--- src/rtl/sram_dumper.sv ---
// sram_dumper: unloads a dual-port SRAM and streams every word, tagged with its
// address, over a valid/ready interface. When the last word is taken it raises
// dump_irq, which stays high until irq_ack.
//
// Ports
//   clk, rst            clock, synchronous active-high reset
//   enable              start request (only looked at in IDLE)
//   irq_ack             interrupt acknowledge (only looked at in DONE)
//   dump_irq            done interrupt
//   ce/we/addr/wmask/wdata_{a,b}, rdata_{a,b}
//                       SRAM port pair: read-only, data returns one cycle after ce
//   out_valid/out_ready/out_data/out_addr
//                       output word stream
//   nz_cnt, nz_err      count of nonzero words streamed, and whether any were
//                       seen (present only with SRAM_DUMPER_ZERO_CHECK_EN)
//
// Optional feature macro: SRAM_DUMPER_ZERO_CHECK_EN
//
// Port A reads the low half of the memory and port B the high half, in
// lockstep. Both words land in a 4-entry FIFO together, A ahead of B. The
// stream order is therefore 0, D/2, 1, D/2+1, ...
module sram_dumper #(
  parameter int DEPTH = 16,
  parameter int WIDTH = 32,
  parameter int AW    = $clog2(DEPTH)
) (
  input  logic               clk,
  input  logic               rst,
  input  logic               enable,
  input  logic               irq_ack,
  output logic               dump_irq,
  output logic               ce_a,
  output logic               ce_b,
  output logic               we_a,
  output logic               we_b,
  output logic [AW-1:0]      addr_a,
  output logic [AW-1:0]      addr_b,
  output logic [WIDTH/8-1:0] wmask_a,
  output logic [WIDTH/8-1:0] wmask_b,
  output logic [WIDTH-1:0]   wdata_a,
  output logic [WIDTH-1:0]   wdata_b,
  input  logic [WIDTH-1:0]   rdata_a,
  input  logic [WIDTH-1:0]   rdata_b,
  output logic               out_valid,
  input  logic               out_ready,
  output logic [WIDTH-1:0]   out_data,
  output logic [AW-1:0]      out_addr
`ifdef SRAM_DUMPER_ZERO_CHECK_EN
  ,
  output logic [AW:0]        nz_cnt,
  output logic               nz_err
`endif
);

  localparam logic [AW-1:0] HALF = AW'(DEPTH / 2);
  localparam logic [AW-1:0] LAST = AW'(DEPTH / 2 - 1);

  typedef enum logic [1:0] {S_IDLE, S_READ, S_DRAIN, S_DONE} state_e;

  state_e                 state_q, state_d;
  logic [AW-1:0]          idx_q, idx_d;
  logic [AW-1:0]          fidx_q, fidx_d;       // idx of the read in flight
  logic                   inflight_q, inflight_d;
  logic [3:0][WIDTH-1:0]  fdata_q, fdata_d;
  logic [3:0][AW-1:0]     faddr_q, faddr_d;
  logic [1:0]             wptr_q, wptr_d, rptr_q, rptr_d;
  logic [1:0]             wptr_nx;
  logic [2:0]             cnt_q, cnt_d;
  logic                   irq_q, irq_d;
  logic                   issue, pop;
`ifdef SRAM_DUMPER_ZERO_CHECK_EN
  logic [AW:0]            nz_cnt_q, nz_cnt_d;
`endif

  // Issue only if the FIFO can hold everything already stored plus the pair
  // landing this cycle plus the new pair, without counting pops. Four
  // entries are then always enough.
  assign issue = (state_q == S_READ) &&
                 (inflight_q ? (cnt_q == 3'd0) : (cnt_q <= 3'd2));
  assign pop   = (cnt_q != 3'd0) && out_ready;

  assign ce_a      = issue;
  assign ce_b      = issue;
  assign we_a      = 1'b0;
  assign we_b      = 1'b0;
  assign wmask_a   = '0;
  assign wmask_b   = '0;
  assign wdata_a   = '0;
  assign wdata_b   = '0;
  assign addr_a    = idx_q;
  assign addr_b    = idx_q + HALF;
  assign out_valid = (cnt_q != 3'd0);
  assign out_data  = fdata_q[rptr_q];
  assign out_addr  = faddr_q[rptr_q];
  assign dump_irq  = irq_q;
`ifdef SRAM_DUMPER_ZERO_CHECK_EN
  assign nz_cnt    = nz_cnt_q;
  assign nz_err    = (nz_cnt_q != '0);
`endif

  always_comb begin
    state_d    = state_q;
    idx_d      = idx_q;
    irq_d      = irq_q;
    inflight_d = issue;
    fidx_d     = issue ? idx_q : fidx_q;
    fdata_d    = fdata_q;
    faddr_d    = faddr_q;
    wptr_nx    = wptr_q + 2'd1;
    wptr_d     = wptr_q + (inflight_q ? 2'd2 : 2'd0);
    rptr_d     = rptr_q + {1'b0, pop};
    cnt_d      = cnt_q + (inflight_q ? 3'd2 : 3'd0) - {2'b00, pop};
`ifdef SRAM_DUMPER_ZERO_CHECK_EN
    nz_cnt_d   = nz_cnt_q + {{AW{1'b0}}, (pop && (out_data != '0))};
`endif

    // A pair of read words lands at the end of the cycle after its issue.
    if (inflight_q) begin
      fdata_d[wptr_q]  = rdata_a;
      faddr_d[wptr_q]  = fidx_q;
      fdata_d[wptr_nx] = rdata_b;
      faddr_d[wptr_nx] = fidx_q + HALF;
    end

    case (state_q)
      S_IDLE: if (enable) begin
        state_d  = S_READ;
        idx_d    = '0;
`ifdef SRAM_DUMPER_ZERO_CHECK_EN
        nz_cnt_d = '0;
`endif
      end
      S_READ: if (issue) begin
        if (idx_q == LAST) state_d = S_DRAIN;
        else               idx_d   = idx_q + 1'b1;
      end
      S_DRAIN: if (pop && (cnt_q == 3'd1) && !inflight_q) begin
        state_d = S_DONE;
        irq_d   = 1'b1;
      end
      S_DONE: if (irq_ack) begin
        state_d = S_IDLE;
        irq_d   = 1'b0;
      end
      default: state_d = S_IDLE;
    endcase
  end

  always_ff @(posedge clk) begin
    if (rst) begin
      state_q    <= S_IDLE;
      idx_q      <= '0;
      fidx_q     <= '0;
      inflight_q <= 1'b0;
      fdata_q    <= '0;
      faddr_q    <= '0;
      wptr_q     <= '0;
      rptr_q     <= '0;
      cnt_q      <= '0;
      irq_q      <= 1'b0;
`ifdef SRAM_DUMPER_ZERO_CHECK_EN
      nz_cnt_q   <= '0;
`endif
    end else begin
      state_q    <= state_d;
      idx_q      <= idx_d;
      fidx_q     <= fidx_d;
      inflight_q <= inflight_d;
      fdata_q    <= fdata_d;
      faddr_q    <= faddr_d;
      wptr_q     <= wptr_d;
      rptr_q     <= rptr_d;
      cnt_q      <= cnt_d;
      irq_q      <= irq_d;
`ifdef SRAM_DUMPER_ZERO_CHECK_EN
      nz_cnt_q   <= nz_cnt_d;
`endif
    end
  end

endmodule

--- config.mk ---
export PLATFORM = sky130hd
export DESIGN_NAME = sram_dumper
export DESIGN_NICKNAME = d
export VERILOG_FILES = /design/src/rtl/sram_dumper.sv
export SDC_FILE = /design/constraint.sdc
export NUM_CORES = 1
export LEC_CHECK = 0
export ABC_CLOCK_PERIOD_IN_PS = 3200
export BUFFER_PORTS_ARGS = -buffer_cell sky130_fd_sc_hd__buf_2
export CORE_MARGIN = 2
export CORE_UTILIZATION = 55
export CTS_BUF_LIST = sky130_fd_sc_hd__clkbuf_8
export CTS_CLUSTER_DIAMETER = 30
export DETAILED_ROUTE_END_ITERATION = 6
export PLACE_DENSITY = 0.81
export SYNTH_ARGS = -nofsm -noshare
export SYNTH_HDL_FRONTEND = slang
export SYNTH_SLANG_ARGS = --single-unit
--- constraint.sdc ---
create_clock -name clk -period 3.2 [get_ports clk]
set_clock_uncertainty 0.1 [all_clocks]
set_input_delay 0.96 -clock clk [delete_from_list [all_inputs] [get_ports clk]]
set_output_delay 0.96 -clock clk [all_outputs]
set_load 0.01 [all_outputs]
==> impl_metrics.json <==
{
  "cp_num_buf_inv": 2,
  "place_congestion": 0.779,
  "hold_start": "faddr_q[6]$_SDFFE_PP0P_",
  "fin_setup_tns_ps": 0,
  "arrival_ps": 1910,
  "grt_max_degree": 78,
  "dieWidth_um": 121,
  "drive_gt1_frac": 0.232,
  "cts_buffer_depth": 2,
  "status": "complete, no violations",
  "fin_nets": 946,
  "initial_core_util": 0.567,
  "crit_start": "rptr_q[1]$_SDFF_PP0_",
  "grt-ovfl-total": 0,
  "synthesis.instances": 771,
  "hold_viol": 0,
  "cp_top_family": "flip-flops",
  "path_cells": "buf_4 -> mux4_2 -> buf_2",
  "fin_crit_sh": 0.930,
  "grtUsageTotal": 0.212,
  "syn_area_sq_um": 7540,
  "rsz0062_at_grt": "false",
  "r2r-start": "inflight_q$_SDFF_PP0_",
  "firstDrtPassIters": 5,
  "critPathKind": "flip-flop to output pin",
  "antenna_found_initial": 0,
  "worst_slack_ps": 225,
  "syn_area_per_cell_sq_um": 9.78,
  "drt_wl_total_um": 15400,
  "cts_tree": "yes",
  "critPathLaunchType": "flip-flop",
  "fill_cells": 1120,
  "period_needed_ps": 2970,
  "syn_to_final_growth_pct": 11.8,
  "relSlewSlack": 0.628,
  "pin_count": 191,
  "required_ps": 2140,
  "p_leak_nw": 3.50,
  "synth-main-ff-cell": "dfxtp_1",
  "cts_resized": 0,
  "clkSinkCount": 162,
  "yosysSeqAreaShare": 0.430,
  "yosysTopAreaCell": "dfxtp_1",
  "pwr_density_cell_nw_per_um2": 626,
  "cap_violations": 0,
  "row_count": 42,
  "vias_per_cell": 5.09,
  "final_cell_mix": "dfxtp_1 (160), nor2_1 (145), buf_2 (115)",
  "post-cts-setup-buffers": 0,
  "yosysWarnings": 0,
  "max_freq_mhz": 336,
  "ys_seq_elements": 162,
  "die_h_um": 121,
  "critPathCaptureType": "output pin",
  "slew_violations": 0,
  "critPathMaxStageDelay_ps": 690,
  "wl_per_cell_um": 14.7,
  "ys_top_cells_by_area": "dfxtp_1 (43%), mux4_2 (11%), mux2i_1 (10%)",
  "tightestPinTransition_ps": 558,
  "final_common_cell": "dfxtp_1",
  "grt_pass1_vias": 4859,
  "synth_edf_count": 0,
  "grt_pass1_wl_um": 24500,
  "finalSetupViolCount": 0,
  "holdBufCountCts": 0,
  "ir_drop_uv": 293,
  "clock_latency_ps": 440,
  "dieArea_sq_um": 14700,
  "clk_pin_slew_ps": 70,
  "cts_root_buf": "clkbuf_8",
  "cts_buffers": 17,
  "critPathSlowestCell": "dfxtp_2",
  "cts.htree.levels": 4,
  "drt_iter0_drc": 317,
  "hpwl_um": 10500,
  "antenna_left": 0,
  "drcViolationCount": 0,
  "core-area_sq_um": 13300,
  "post-place-ws_ps": 687,
  "ys_types": 38,
  "antennaDiodeCount": 0,
  "hold_path.class": "flip-flop to flip-flop",
  "worstPathMaxFanout": 16,
  "vias": 5351,
  "synth_top_cell_area_share": 0.430,
  "port_buffers": 116,
  "async_flop_share": 0
}
## power by group
group / total [mW] / leakage [nW] / internal [mW] / switching [mW]
Sequential: 2.31 / 1.31 / 2.18 / 0.135
Combinational: 1.41 / 1.97 / 0.663 / 0.751
Clock: 1.55 / 0.220 / 0.865 / 0.680
## sequential cells by signal, summed over array words and instances, names as in the netlist
signal,count
fdata_q,128
faddr_q,16
addr_a,4
fidx_q,4
cnt_q,3
rptr_q,2
state_q,2
dump_irq,1
inflight_q,1
wptr_q,1
## layer usage
metal	GRT usage	share of wire	vias up	wire (um)
li1	-	-	2638	-
met1	0.278	0.44	2533	6750
met2	0.341	0.49	163	7480
met3	0.0564	0.061	17	947
met4	0.0683	0.016	0	239
met5	0	0	-	0
## logic make-up (layout without fill, tap and decap cells)
kind of cell / Yosys count / after routing / synth area share
and+or+nand+nor: 249 / 249 / 0.158
DFF: 162 / 162 / 0.430
buffers and inverters: 139 / 170 / 0.110
muxes: 116 / 116 / 0.214
AOI/OAI and AO/OA: 88 / 88 / 0.0626
adders and majority gates: 13 / 13 / 0.0214
xor gates and xnor gates: 3 / 3 / 0.00349
other: 1 / 74 / 0.000497
## per-stage QoR
step	hold slack, ps	instances	power [mW]	cell area [sq um]	util
5_1_grt	393	1051	5.56	8430	0.634
3_3_place_gp	355	1022	3.75	8020	0.603
6_report	367	1051	5.27	8430	0.634
4_1_cts	371	1051	5.32	8430	0.634
2_1_floorplan	343	844	3.45	7810	-
3_5_place_dp	358	1022	3.78	8020	0.603
## cells in the mapped netlist (3+ instances only)
cell,number
or3_1,3
nor2b_1,67
inv_1,10
o21ai_0,4
mux4_2,36
nand2b_1,12
nand2_1,3
buf_2,9
nor2_1,145
mux2i_1,79
a21oi_1,75
buf_1,6
buf_4,78
dfxtp_1,162
ha_1,12
clkbuf_1,36
nand3_1,8
## tightest hold or removal path, delay by kind of cell (launching register included)
family / cells / cell delay [ps]
DFF: 1 / 310
and+or+nand+nor: 1 / 60
AOI/OAI and AO/OA: 1 / 50
## worst paths after layout
kind,endpoint,cells after the start,slack [ps]
setup reg to reg,fdata_q[46]$_SDFFE_PP0P_,5,1190
hold reg to reg,faddr_q[6]$_SDFFE_PP0P_,2,370
setup / recovery,out_addr[0],3,230
hold / removal,faddr_q[6]$_SDFFE_PP0P_,2,370
## final cells by class
cell class / count / area [sq um] / area share
Timing Repair Buffer: 131 / 746 / 0.0885
Tap cell: 176 / 220 / 0.0261
Inverter: 10 / 37.5 / 0.00445
Sequential cell: 162 / 3250 / 0.385
Clock buffer: 19 / 262 / 0.0310
Multi-Input combinational cell: 543 / 3770 / 0.447
Clock inverter: 10 / 146 / 0.0174
No activity file was read; power rests on OpenSTA's default activity.
